**src/rtl/dino_pkg.sv**
```systemverilog
// Shared constants for the dino game sprite path.
// Holds the sprite ROM geometry, the requester indices used by the ROM arbiter,
// and the base addresses of each sprite bitmap inside the shared ROM.
package dino_pkg;

    // Sprite ROM geometry
    localparam int unsigned SPRITE_ROM_AW  = 9;
    localparam int unsigned SPRITE_ROM_DW  = 8;
    localparam int unsigned SPRITE_ROM_LAT = 1;

    // Requesters sharing the ROM
    localparam int unsigned SPRITE_NREQ = 3;
    localparam int unsigned REQ_DINO    = 0;
    localparam int unsigned REQ_OBS     = 1;
    localparam int unsigned REQ_SCORE   = 2;

    // Sprite bitmap base addresses (one ROM word per sprite row slice)
    localparam logic [SPRITE_ROM_AW-1:0] SPR_BASE_DINO_RUN0 = 9'h000;
    localparam logic [SPRITE_ROM_AW-1:0] SPR_BASE_DINO_RUN1 = 9'h040;
    localparam logic [SPRITE_ROM_AW-1:0] SPR_BASE_DINO_JUMP = 9'h080;
    localparam logic [SPRITE_ROM_AW-1:0] SPR_BASE_CACTUS    = 9'h0c0;
    localparam logic [SPRITE_ROM_AW-1:0] SPR_BASE_BIRD      = 9'h100;
    localparam logic [SPRITE_ROM_AW-1:0] SPR_BASE_DIGITS    = 9'h180;

    // Modulo-n wrap for values known to be below 2*n; avoids relying on
    // power-of-two overflow when n is not a power of two.
    function automatic int unsigned rr_wrap(input int unsigned v, input int unsigned n);
        return (v >= n) ? (v - n) : v;
    endfunction

endpackage

```
**src/rtl/rr_arbiter.sv**
```systemverilog
// Round-robin arbiter with frame-start pointer clear.
// Ports:
//   clk, rst     - system clock, asynchronous active-high reset
//   req          - per-requester request vector
//   frame_start  - forces the pointer to 0 at the next edge
//   gnt          - one-hot grant (combinational)
//   gnt_valid    - any grant this cycle
//   gnt_idx      - index of the granted requester
module rr_arbiter
    import dino_pkg::*;
#(
    parameter int unsigned NREQ = 3,
    localparam int unsigned PW  = (NREQ > 1) ? $clog2(NREQ) : 1
) (
    input  logic            clk,
    input  logic            rst,
    input  logic [NREQ-1:0] req,
    input  logic            frame_start,
    output logic [NREQ-1:0] gnt,
    output logic            gnt_valid,
    output logic [PW-1:0]   gnt_idx
);

    logic [PW-1:0] ptr_q, ptr_d;
    logic [PW-1:0] cand;

    // Search ptr, ptr+1, ... (mod NREQ); first asserted request wins.
    always_comb begin
        gnt       = '0;
        gnt_valid = 1'b0;
        gnt_idx   = '0;
        cand      = '0;
        for (int unsigned i = 0; i < NREQ; i++) begin
            cand = PW'(rr_wrap(32'(ptr_q) + i, NREQ));
            if (!gnt_valid && req[cand]) begin
                gnt_valid = 1'b1;
                gnt[cand] = 1'b1;
                gnt_idx   = cand;
            end
        end
        // Nothing is accepted while held in reset.
        if (rst) begin
            gnt       = '0;
            gnt_valid = 1'b0;
        end
    end

    // Frame start wins over the post-grant pointer update.
    always_comb begin
        ptr_d = ptr_q;
        if (frame_start) begin
            ptr_d = '0;
        end else if (gnt_valid) begin
            ptr_d = (gnt_idx == PW'(NREQ - 1)) ? '0 : gnt_idx + PW'(1);
        end
    end

    always_ff @(posedge clk or posedge rst) begin
        if (rst) begin
            ptr_q <= '0;
        end else begin
            ptr_q <= ptr_d;
        end
    end

endmodule

```
**src/rtl/sprite_rom_arbiter.sv**
```systemverilog
// Shares one single-port synchronous sprite ROM between the dino, obstacle and
// score-digit renderers using round-robin arbitration.
// Ports:
//   clk, rst       - system clock, asynchronous active-high reset
//   i_req/i_addr   - per-requester request and address (slice k = [k*AW +: AW])
//   o_gnt          - one-hot grant in the acceptance cycle
//   o_rom_en/addr  - registered ROM read strobe and address
//   i_rom_data     - ROM read data, ROM_LAT clocks after the strobe
//   o_rsp_valid    - one-cycle response pulse per requester
//   o_data         - per-requester held response data (slice k = [k*DW +: DW])
//   i_frame_start  - clears the round-robin pointer
//   o_busy         - any read in flight or response pending
module sprite_rom_arbiter
    import dino_pkg::*;
#(
    parameter int unsigned NREQ    = SPRITE_NREQ,
    parameter int unsigned AW      = SPRITE_ROM_AW,
    parameter int unsigned DW      = SPRITE_ROM_DW,
    parameter int unsigned ROM_LAT = SPRITE_ROM_LAT,
    localparam int unsigned IW     = (NREQ > 1) ? $clog2(NREQ) : 1
) (
    input  logic               clk,
    input  logic               rst,
    input  logic [NREQ-1:0]    i_req,
    input  logic [NREQ*AW-1:0] i_addr,
    output logic [NREQ-1:0]    o_gnt,
    output logic               o_rom_en,
    output logic [AW-1:0]      o_rom_addr,
    input  logic [DW-1:0]      i_rom_data,
    output logic [NREQ-1:0]    o_rsp_valid,
    output logic [NREQ*DW-1:0] o_data,
    input  logic               i_frame_start,
    output logic               o_busy
);

    logic          gnt_valid;
    logic [IW-1:0] gnt_idx;
    logic [AW-1:0] gnt_addr;

    logic          rom_en_q;
    logic [AW-1:0] rom_addr_q;

    // Stage j holds a grant made j+1 cycles ago; the last stage lines up with
    // valid ROM data.
    logic          tag_vld_q [0:ROM_LAT];
    logic [IW-1:0] tag_idx_q [0:ROM_LAT];

    logic [NREQ-1:0]    rsp_valid_q, rsp_valid_d;
    logic [NREQ*DW-1:0] data_q, data_d;

    rr_arbiter #(
        .NREQ (NREQ)
    ) u_rr_arbiter (
        .clk         (clk),
        .rst         (rst),
        .req         (i_req),
        .frame_start (i_frame_start),
        .gnt         (o_gnt),
        .gnt_valid   (gnt_valid),
        .gnt_idx     (gnt_idx)
    );

    always_comb begin
        gnt_addr = '0;
        for (int unsigned k = 0; k < NREQ; k++) begin
            if (gnt_idx == IW'(k)) begin
                gnt_addr = i_addr[k*AW +: AW];
            end
        end
    end

    // Issue registers: address holds its last value when idle.
    always_ff @(posedge clk or posedge rst) begin
        if (rst) begin
            rom_en_q   <= 1'b0;
            rom_addr_q <= '0;
        end else begin
            rom_en_q <= gnt_valid;
            if (gnt_valid) begin
                rom_addr_q <= gnt_addr;
            end
        end
    end

    always_ff @(posedge clk or posedge rst) begin
        if (rst) begin
            for (int unsigned j = 0; j <= ROM_LAT; j++) begin
                tag_vld_q[j] <= 1'b0;
                tag_idx_q[j] <= '0;
            end
        end else begin
            tag_vld_q[0] <= gnt_valid;
            tag_idx_q[0] <= gnt_idx;
            for (int unsigned j = 1; j <= ROM_LAT; j++) begin
                tag_vld_q[j] <= tag_vld_q[j-1];
                tag_idx_q[j] <= tag_idx_q[j-1];
            end
        end
    end

    // Capture ROM data into the owning requester's slice only.
    always_comb begin
        rsp_valid_d = '0;
        data_d      = data_q;
        if (tag_vld_q[ROM_LAT]) begin
            for (int unsigned k = 0; k < NREQ; k++) begin
                if (tag_idx_q[ROM_LAT] == IW'(k)) begin
                    rsp_valid_d[k]       = 1'b1;
                    data_d[k*DW +: DW]   = i_rom_data;
                end
            end
        end
    end

    always_ff @(posedge clk or posedge rst) begin
        if (rst) begin
            rsp_valid_q <= '0;
            data_q      <= '0;
        end else begin
            rsp_valid_q <= rsp_valid_d;
            data_q      <= data_d;
        end
    end

    always_comb begin
        o_busy = |rsp_valid_q;
        for (int unsigned j = 0; j <= ROM_LAT; j++) begin
            o_busy = o_busy | tag_vld_q[j];
        end
    end

    assign o_rom_en    = rom_en_q;
    assign o_rom_addr  = rom_addr_q;
    assign o_rsp_valid = rsp_valid_q;
    assign o_data      = data_q;

endmodule
```
**config.mk**
```make
export PLATFORM = sky130hd
export DESIGN_NAME = sprite_rom_arbiter
export DESIGN_NICKNAME = d
export VERILOG_FILES = /design/src/rtl/dino_pkg.sv /design/src/rtl/rr_arbiter.sv /design/src/rtl/sprite_rom_arbiter.sv
export SDC_FILE = /design/constraint.sdc
export NUM_CORES = 1
export LEC_CHECK = 0
export CAP_MARGIN = 10
export CORE_ASPECT_RATIO = 0.7
export CORE_UTILIZATION = 47
export DETAILED_ROUTE_END_ITERATION = 8
export GPL_ROUTABILITY_DRIVEN = 0
export PLACE_DENSITY = 0.92
export SYNTH_ARGS = -nofsm -noshare
export SYNTH_HDL_FRONTEND = slang
export SYNTH_HIERARCHICAL = 1
export SYNTH_SLANG_ARGS = --single-unit
```
**constraint.sdc**
```tcl
create_clock -name clk -period 3.3 [get_ports clk]
set_input_delay 0.495 -clock clk [delete_from_list [all_inputs] [get_ports clk]]
set_output_delay 0.495 -clock clk [all_outputs]
set_load 0.01 [all_outputs]
```
## Word-level counts from Yosys, hierarchy flattened

Index checks and enable logic that the tools add are counted.
W data, S select, Z words.

| cells by class | value |
|---|---|
| bitwise gates (word level) | 4 |
| equality and inequality tests | 4 |
| $lt $le $gt $ge | 9 |
| reduce and logical (&&, ||, !) cells | 14 |
| add/subtract/negate cells | 6 |
| muxes and demuxes | 36 |

Operators with widths:

| cell | count |
|---|---|
| $mux W9 | 3 |
| $mux W2 | 9 |
| $mux W3 | 5 |
| $mux W1 | 13 |
| $lt A2 B3 Y1 const B | 3 |
| $bmux W1 S2 | 3 |
| $demux W1 S2 | 3 |
| $ge A2 B1 Y1 const B | 3 |
| $ge A3 B2 Y1 const B | 2 |
| $or A3 B3 Y3 | 2 |
| $reduce_and A2 Y1 | 3 |
| $sub A2 B2 Y2 const B | 3 |
| $logic_and A1 B1 Y1 | 5 |
| $eq A2 B1 Y1 const B | 2 |
| $eq A2 B2 Y1 const B | 2 |
| $logic_not A2 Y1 | 2 |
| $add A2 B1 Y3 const B | 1 |
| $add A2 B2 Y3 const B | 1 |
| $reduce_or A3 Y1 | 1 |
| $add A2 B1 Y2 const B | 1 |
| $ge A2 B2 Y1 const B | 1 |
| $logic_not A1 Y1 | 2 |
| $or A1 B1 Y1 | 2 |
| $reduce_bool A2 Y1 | 1 |

| storage, ports and cells | value |
|---|---|
| flip-flop bits (word level) | 44 |

## Longest topological paths before layout

Gate-level depths: netlist (run 1).

| logic depth | value |
|---|---|
| depth in word-level cells | 15 |
| mapped depth | 11 |
| gate-level depth less buffers | 8 |

## By module

Netlist (run 1), hierarchy kept.

Modules (own cells, without submodules):

| module | instances | sequential area each (µm²) | cells each | area an instance (µm²) |
|---|---|---|---|---|
| sprite_rom_arbiter | 1 | 1,051.0 | 119 | 1,711.6 |
| rr_arbiter | 1 | 50.0 | 57 | 434.2 |

## Worst setup path before layout (run 1)

Ideal clock, no wire load.

| timing path | value |
|---|---|
| kind | reg2reg |
| from | register u_rr_arbiter.ptr_q[0] |
| to | register rom_addr_q[1] (netlist: o_rom_addr[1]) |
| arrival | 2.140 ns |
| path buffers | 3 |
| setup time | 0.138 ns |
| period minus slack after synthesis | 2.278 ns |
| required time | 3.162 ns |
| cell stages (with the launch flop) | 11 |
| path slack | 1.022 ns |
| cells stage by stage | dfrtp_1 inv_1 ha_1 buf_2 mux2i_1 o21ai_0 a221oi_1 buf_4 buf_2 mux2i_1 o221ai_1 |

| between the ends | value |
|---|---|
| longest elaborated chain between the ends | 15 |
| elaborated cells between the ends (all ways) | 34 |

RTL lines:

| element | line | text |
|---|---|---|
| from (decl) | rr_arbiter.sv:24 | `logic [PW-1:0] ptr_q, ptr_d;` |
| from (signal assigned) | rr_arbiter.sv:62 | `ptr_q <= ptr_d;` |
| branches (longest 10 deep; another with $add A2 B1 Y3) | -- |  |
| $mux W2 (*) | rr_arbiter.sv:35 | `if (!gnt_valid && req[cand]) begin` |
| via gnt_idx[0] | sprite_rom_arbiter.sv:37 | `logic [IW-1:0] gnt_idx;` |
| $logic_not A2 Y1 | sprite_rom_arbiter.sv:66 | `if (gnt_idx == IW'(k)) begin` |
| $mux W9 (2 in a row) | sprite_rom_arbiter.sv:66 |  |
| $mux W9 (*) | sprite_rom_arbiter.sv:66 |  |
| to (signal assigned) | sprite_rom_arbiter.sv:80 | `rom_addr_q <= gnt_addr;` |
| to (decl) | sprite_rom_arbiter.sv:41 | `logic [AW-1:0] rom_addr_q;` |

Mark *: on every way through the listed nets, which the timed path passes. The select of a mux whose other input is x is not followed.
A chain may end at the register's enable or synchronous reset.

## Worst setup path in the final report (run 1)

| timing path | value |
|---|---|
| from | register u_rr_arbiter.ptr_q[1] |
| to | output o_gnt[0] |

| between the ends | value |
|---|---|
| longest elaborated chain between the ends | 12 |
| elaborated cells between the ends (all ways) | 44 |

RTL lines:

| element | line | text |
|---|---|---|
| $add A2 B1 Y3, or another cell as far along | rr_arbiter.sv:34 | `cand = PW'(rr_wrap(32'(ptr_q) + i, NREQ));` |
| $ge A3 B2 Y1, or another cell as far along | dino_pkg.sv:28 | `return (v >= n) ? (v - n) : v;` |
| $mux W2, or another cell as far along | dino_pkg.sv:28 |  |
| $lt A2 B3 Y1 (not written as such), or another cell as far along | rr_arbiter.sv:37 | `gnt[cand] = 1'b1;` |
| $logic_and A1 B1 Y1 (not written as such), or another cell as far along | rr_arbiter.sv:37 |  |
| $mux W1 (not written as such), or another cell as far along | rr_arbiter.sv:37 |  |
| $demux W1 S2, or another cell as far along | -- |  |
| $or A3 B3 Y3 (no source line) or $mux W1 (tied branches) | -- |  |
| $mux W3 or $logic_not A1 Y1 (tied branches) | rr_arbiter.sv:35 |  |
| $or A3 B3 Y3 (no source line) or $logic_and A1 B1 Y1 (tied branches) | -- |  |
| $mux W3 (*) | rr_arbiter.sv:35 |  |
| $mux W3 (*) | rr_arbiter.sv:42 | `if (rst) begin` |
| to (decl) | sprite_rom_arbiter.sv:26 | `output logic [NREQ-1:0] o_gnt,` |

Mark *: on every way between the ends. The rest lies on a longest branch, timed or not. The select of a mux whose other input is x is not followed.

==> results of run 1 <==
-- synth_stat cells --
library cell | count | area [µm²]
a211oi_1 | 1 | 7.51
a21oi_1 | 1 | 5.00
a221oi_1 | 1 | 8.76
a22o_2 | 1 | 10.0
a31oi_1 | 2 | 12.5
and2_1 | 1 | 6.26
and2b_4 | 1 | 10.0
and3b_1 | 1 | 8.76
buf_2 | 7 | 35.0
buf_4 | 1 | 7.51
buf_6 | 1 | 11.3
dfrtp_1 | 44 | 1100
ha_1 | 4 | 50.1
inv_1 | 17 | 63.8
mux2_2 | 24 | 270
mux2_4 | 2 | 30.0
mux2i_1 | 14 | 140
nand2_1 | 6 | 22.5
nand2b_1 | 3 | 18.8
nand3b_2 | 2 | 22.5
nand4b_1 | 9 | 78.8
nor2_1 | 6 | 22.5
nor2b_1 | 3 | 18.8
nor3_1 | 3 | 15.0
nor3b_2 | 1 | 12.5
o211ai_1 | 1 | 7.51
o21a_1 | 1 | 7.51
o21ai_0 | 2 | 10.0
o21bai_1 | 1 | 7.51
o221ai_1 | 9 | 78.8
o22ai_1 | 1 | 6.26
o31a_1 | 1 | 8.76
o31ai_1 | 1 | 7.51
o32ai_1 | 1 | 8.76
or2b_1 | 1 | 7.51
or3_1 | 1 | 6.26
-- power groups by stage --
stage          combinational [mW]  sequential (mW)  clock [mW]
2_1_floorplan               0.393            0.946           0
3_3_place_gp                0.990            0.859           0
3_5_place_dp                 1.02            0.867           0
4_1_cts                      1.03            0.859       0.442
5_1_grt                      1.11            0.886       0.464
6_report                     1.02            0.857       0.439
-- critical path: stages, from the launching register on --
cell	delay (ns)
dfrtp_1	0.43
inv_1	0.10
ha_1	0.36
mux2i_1	0.28
mux2i_1	0.19
a22o_2	0.31
a31oi_1	0.19
nor2_1	0.06
clkdlybuf4s50_1	0.47
-- flip-flops by register name, indices dropped and copies added (netlist names) --
register and count:
o_data 24, o_rom_addr 9, tag_idx_q 4, o_rsp_valid 3, tag_vld_q 2, u_rr_arbiter/ptr_q 2
-- metrics by stage --
stage	hold WS, ns	worst slack [ns]	utilization	std cells	area, µm²
floorplan	0.245	1.02	-	176	2150
global placement	0.332	0.366	0.691	307	3010
detailed placement	0.337	0.286	0.691	307	3010
CTS	0.347	0.112	0.720	315	3130
global route	0.350	-0.000231	0.721	315	3140
finish	0.344	0.138	0.721	315	3140
-- final timing paths --
check                                 startpoint               endpoint  cells after the start
min in group asynchronous                    rst  u_rr_arbiter/ptr_q[0]                      2
setup / recovery           u_rr_arbiter/ptr_q[1]               o_gnt[0]                      8
hold / removal                      tag_idx_q[2]           tag_idx_q[0]                      0
max in group asynchronous                    rst          o_rom_addr[0]                      3
setup reg to reg           u_rr_arbiter/ptr_q[0]          o_rom_addr[4]                      8
hold reg to reg                     tag_idx_q[2]           tag_idx_q[0]                      0
-- area by class of cell --
type | count | share of cell area
Clock buffer | 7 | 0.0307
Sequential cell | 44 | 0.351
Timing Repair Buffer | 85 | 0.268
Clock inverter | 1 | 0.00957
Multi-Input combinational cell | 106 | 0.299
Inverter | 17 | 0.0203
Tap cell | 55 | 0.0219
-- routing by layer --
| layer | GRT usage | share of wire | vias up |
|---|---|---|---|
| met1 | 0.285 | 0.44 | 804 |
| met3 | 0.0760 | 0.076 | 4 |
| met2 | 0.354 | 0.47 | 66 |
| met4 | 0.0591 | 0.0096 | 0 |
| met5 | 0 | 0 | - |
| li1 | - | - | 797 |
-- logic make-up after synthesis --
group / Yosys count / synth area share
adder cells (fa/ha/maj): 4 / 0.0233
AND/OR/NAND/NOR: 38 / 0.117
multiplexers: 40 / 0.205
AO/OA/AOI/OAI: 24 / 0.0869
flip-flops: 44 / 0.513
buffers and inverters: 26 / 0.0548
-- repair_timing --
item                                    CTS  global route
hold buffers                              0             0
endpoints found under the setup margin    0             2
resized for setup                         0             2
hold endpoints to repair                  0             0
==> impl_metrics.py, run 1 <==
metrics = {
    "worst_setup_path": {
        "cp.arrival_ns": 2.67,
        "cp_max_fo": 9,
        "required_ns": 2.80,
        "crit_path_end_kind": "primary output",
        "path_class": "flop to primary output",
        "start_kind": "flop",
        "rrSetupSlack_ns": 0.72,
    },
    "floorplan": {
        "std_cell_rows": 20,
        "die_x_um": 82.8,
        "die_y_um": 58.5,
        "initial_core_util": 0.493,
        "ios": 82,
        "dieArea_mm2": 0.00484,
        "core_area_mm2": 0.00435,
    },
    "synth": {
        "synth.distinct_cells": 36,
        "avgSynthCellArea_um2": 12.2,
        "yosysSeqAreaShare": 0.513,
        "syn_inst": 176,
        "syn_nets": 221,
        "syn_area_mm2": 0.00215,
        "yosysWarningCount": 6,
        "synth_seq_cells": 44,
    },
    "sta": {
        "drv_slew": 0,
        "slew_headroom": 0.486,
        "finalHoldViolations": 0,
        "period_share": 0.958,
        "fin_skew_ns": 0.00996,
        "worst_slew_pin_slew_ns": 0.768,
        "finalSetupViolCount": 0,
        "tns_ns": 0,
        "fmax_mhz": 316,
        "period_needed_ns": 3.16,
    },
    "global_route": {
        "grtUsageTotal": 0.220,
        "grt_pass1_wl_um": 7710,
        "grt_pass1_vias": 1565,
        "overflow": 0,
        "antenna_found_initial": 0,
        "grt_max_degree": 24,
    },
    "layout": {
        "layout_common_cells": "clkdlybuf4s50_1, dfrtp_1, mux2_2",
        "drive_gt1_frac": 0.177,
        "fillers": 324,
        "seq_area_mm2": 0.00110,
        "final_common_cell": "clkdlybuf4s50_1",
        "n_antenna_cell": 0,
        "nNetsFinal": 304,
        "syn2layout_area_growth_pct": 46.3,
        "multi_input_area_um2": 938,
    },
    "cts": {
        "clock_path_buffers": 2,
        "clock_latency_ns": 0.29,
        "cts_tree": "done",
        "clock-sinks": 44,
        "htreeDepth": 2,
        "cts_root_buf": "clkbuf_8",
        "postCtsSetupBuffers": 0,
        "clk_pin_slew_ns": 0.08,
        "cts_buffers": 5,
    },
    "pwr": {
        "switching_share": 0.297,
        "p_leak_nw": 1.32,
        "pwr_density_cell_mw_per_mm2": 737,
        "p_sw_mw": 0.687,
        "p_total_mw": 2.31,
        "vdd_drop_max_uv": 431,
        "pwr-share-clk": 0.190,
        "combPwrFrac": 0.440,
        "power_frac_seq": 0.370,
        "p_int_mw": 1.63,
    },
    "place": {
        "port_buffers": 81,
        "dp.final_hpwl_um": 3570,
    },
    "drt": {
        "post_drt_wl_per_cell_um": 15.2,
        "routed_via_density": 5.30,
        "vias": 1671,
        "wl_um": 4800,
        "drt-initial-drc-count": 46,
        "ant_nets": 0,
        "first_pass_iters": 4,
        "drt_drc_violations_left": 0,
    },
    "status": {
        "outcome": "finished, final reports clean",
    },
    "job": {
        "max-cap-violations": 0,
    },
    "min_path": {
        "hp-class": "flop to flop",
    },
}
(Power assumes the default switching activity.)
==> run 2, diff against run 1 <==
CAP_MARGIN = 20   (was 10)
==> results of run 2 <==
No change in the layout: final DEF, timing and power equal those of run 1.
==> run 3, diff against run 2 <==
==> constraint.sdc (replaced) <==
create_clock -name clk -period 3.3 [get_ports clk]
set_input_delay 0.66 -clock clk [delete_from_list [all_inputs] [get_ports clk]]
set_output_delay 0.66 -clock clk [all_outputs]
set_load 0.01 [all_outputs]
==> run 3 against run 2 <==
Effect of this change:
- via count is 1.9% higher
- final cell count increased by 1.6%
- global-route usage is 0.16 points lower
- sequential cell count unchanged
- register-to-register slack better by 0.17 ns
- sequential power is 0.6% higher
- clock power shrank 10%
- die area unchanged
- non-clock buffer count up 5
- critical path depth is the same
- critical endpoint unchanged
==> impl_metrics.py, run 3 (same netlist as run 1, synthesis figures left out) <==
metrics = {
    "pwr": {
        "pwr-share-clk": 0.172,
        "vdd_drop_max_uv": 448,
        "p_int_mw": 1.60,
        "combPwrFrac": 0.452,
        "p_sw_mw": 0.698,
        "power_frac_seq": 0.376,
        "p_leak_nw": 1.34,
        "pwr_density_cell_mw_per_mm2": 722,
        "p_total_mw": 2.29,
        "switching_share": 0.304,
    },
    "cts": {
        "htreeDepth": 2,
        "cts_tree": "done",
        "clock-sinks": 44,
        "cts_buffers": 5,
        "cts_root_buf": "clkbuf_8",
        "cts_hold_buf": 0,
        "clock_path_buffers": 2,
        "clock_latency_ns": 0.29,
        "clk_pin_slew_ns": 0.07,
    },
    "worst_setup_path": {
        "slowest_delay_ns": 0.47,
        "cp.arrival_ns": 2.58,
        "cp_max_fo": 7,
        "reg2reg_depth": 7,
        "rrSetupSlack_ns": 0.89,
        "start_kind": "flop",
        "crit_slowest_cell": "clkdlybuf4s50_1",
        "r2r-end": "o_rom_addr[8]",
        "crit_top_cell": "mux2_4",
        "path_cells": "inv_1 -> ha_2 -> mux2_4 -> mux2_4 -> a22o_2 -> a31oi_1 -> nor2_1 -> clkdlybuf4s50_1",
        "required_ns": 2.64,
        "worstReg2RegStart": "u_rr_arbiter/ptr_q[1]",
        "startpoint": "u_rr_arbiter/ptr_q[1]",
        "path_class": "flop to primary output",
        "crit_path_end_kind": "primary output",
    },
    "min_path": {
        "hp-class": "flop to flop",
        "hold_depth": 0,
        "worstHoldStart": "tag_idx_q[2]",
        "min_to": "tag_idx_q[0]",
    },
    "sta": {
        "fmax_mhz": 308,
        "finalHoldViolations": 0,
        "period_share": 0.983,
        "fin_skew_ns": 0.00637,
        "period_needed_ns": 3.24,
        "tns_ns": 0,
        "drv_slew": 0,
        "worst_slew_pin_slew_ns": 0.792,
        "slew_headroom": 0.469,
        "finalSetupViolCount": 0,
        "rsz0062_at_grt": "yes",
    },
    "global_route": {
        "grt_max_degree": 33,
        "overflow": 0,
        "grt_pass1_wl_um": 7690,
        "grtUsageTotal": 0.218,
        "antenna_found_initial": 0,
        "grt_pass1_vias": 1609,
    },
    "job": {
        "max-cap-violations": 0,
    },
    "floorplan": {
        "ios": 82,
        "std_cell_rows": 20,
        "initial_core_util": 0.493,
        "dieArea_mm2": 0.00484,
        "die_x_um": 82.8,
        "die_y_um": 58.5,
        "core_area_mm2": 0.00435,
    },
    "drt": {
        "routed_via_density": 5.32,
        "ant_nets": 0,
        "first_pass_iters": 4,
        "post_drt_wl_per_cell_um": 15.6,
        "wl_um": 4980,
        "vias": 1702,
        "drt_drc_violations_left": 0,
        "drt-initial-drc-count": 71,
    },
    "status": {
        "outcome": "finished, final reports clean",
    },
    "layout": {
        "syn2layout_area_growth_pct": 48.0,
        "drive_gt1_frac": 0.196,
        "nNetsFinal": 309,
        "layout_common_cells": "clkdlybuf4s50_1, dfrtp_1, mux2_2",
        "final_common_cell": "clkdlybuf4s50_1",
        "largest_reg_flops": 24,
        "n_antenna_cell": 0,
    },
    "place": {
        "port_buffers": 81,
        "dp.final_hpwl_um": 3760,
    },
}
run 3: changes by cell type in the layout (fill, tap and decap cells not counted), sizes merged:
cell	delta
buf	+5
clkbuf	-1
clkinv	+1
run 3: power by group through the flow:
stage	sequential [mW]	combinational [mW]	clock [mW]
2_1_floorplan	0.946	0.393	0
3_5_place_dp	0.872	1.03	0
5_1_grt	0.887	1.12	0.421
6_report	0.862	1.04	0.395
4_1_cts	0.863	1.03	0.401
3_3_place_gp	0.859	0.998	0
run 3: critical path: cells and delay by family (launching register included):
kind / cells / cell delay (ns)
flops: 1 / 0.43
simple gates: 1 / 0.05
compound gates: 2 / 0.36
fa+ha+maj: 1 / 0.29
buf+inv: 2 / 0.57
mux: 2 / 0.60
run 3: layer usage:
metal,global-route usage,up-vias,share of wire
met4,0.0714,0,0.010
met5,0,-,0
li1,-,807,-
met1,0.280,817,0.44
met3,0.0760,7,0.081
met2,0.348,71,0.47
run 3: cell type report:
type / count / area, µm²
timing repair buffer: 90 / 891
sequential: 44 / 1100
fill: 334 / 1180
clock inverter: 2 / 35.0
clock buffer: 6 / 72.6
inverter: 17 / 63.8
tap: 55 / 68.8
multi-input combinational: 106 / 945
run 3: how the worst max path moves through the flow:
stage	to	slack (ns)	depth (start not counted)
global route	o_gnt[0]	-0.05	9
CTS	o_gnt[0]	0.01	8
detailed placement	o_gnt[0]	0.05	8
finish	o_gnt[0]	0.06	8
floorplan	o_gnt[0]	0.95	7
global placement	o_gnt[0]	0.11	7
run 3: stage by stage:
step / instances / util / hold slack (ns) / setup slack [ns] / instance area [µm²]
after floorplan: 176 / - / 0.331 / 0.950 / 2150
after global placement: 311 / 0.698 / 0.332 / 0.113 / 3040
after detailed placement: 311 / 0.698 / 0.339 / 0.0548 / 3040
after CTS: 319 / 0.723 / 0.355 / 0.0135 / 3150
after global routing: 320 / 0.730 / 0.362 / -0.0532 / 3180
final: 320 / 0.730 / 0.352 / 0.0558 / 3180
run 3: timing repair:
action | 4_1_cts | 5_1_grt
buffers inserted | 0 | 0
gates resized for setup | 1 | 3
hold endpoints to repair | 0 | 0
setup endpoints to repair | 1 | 3
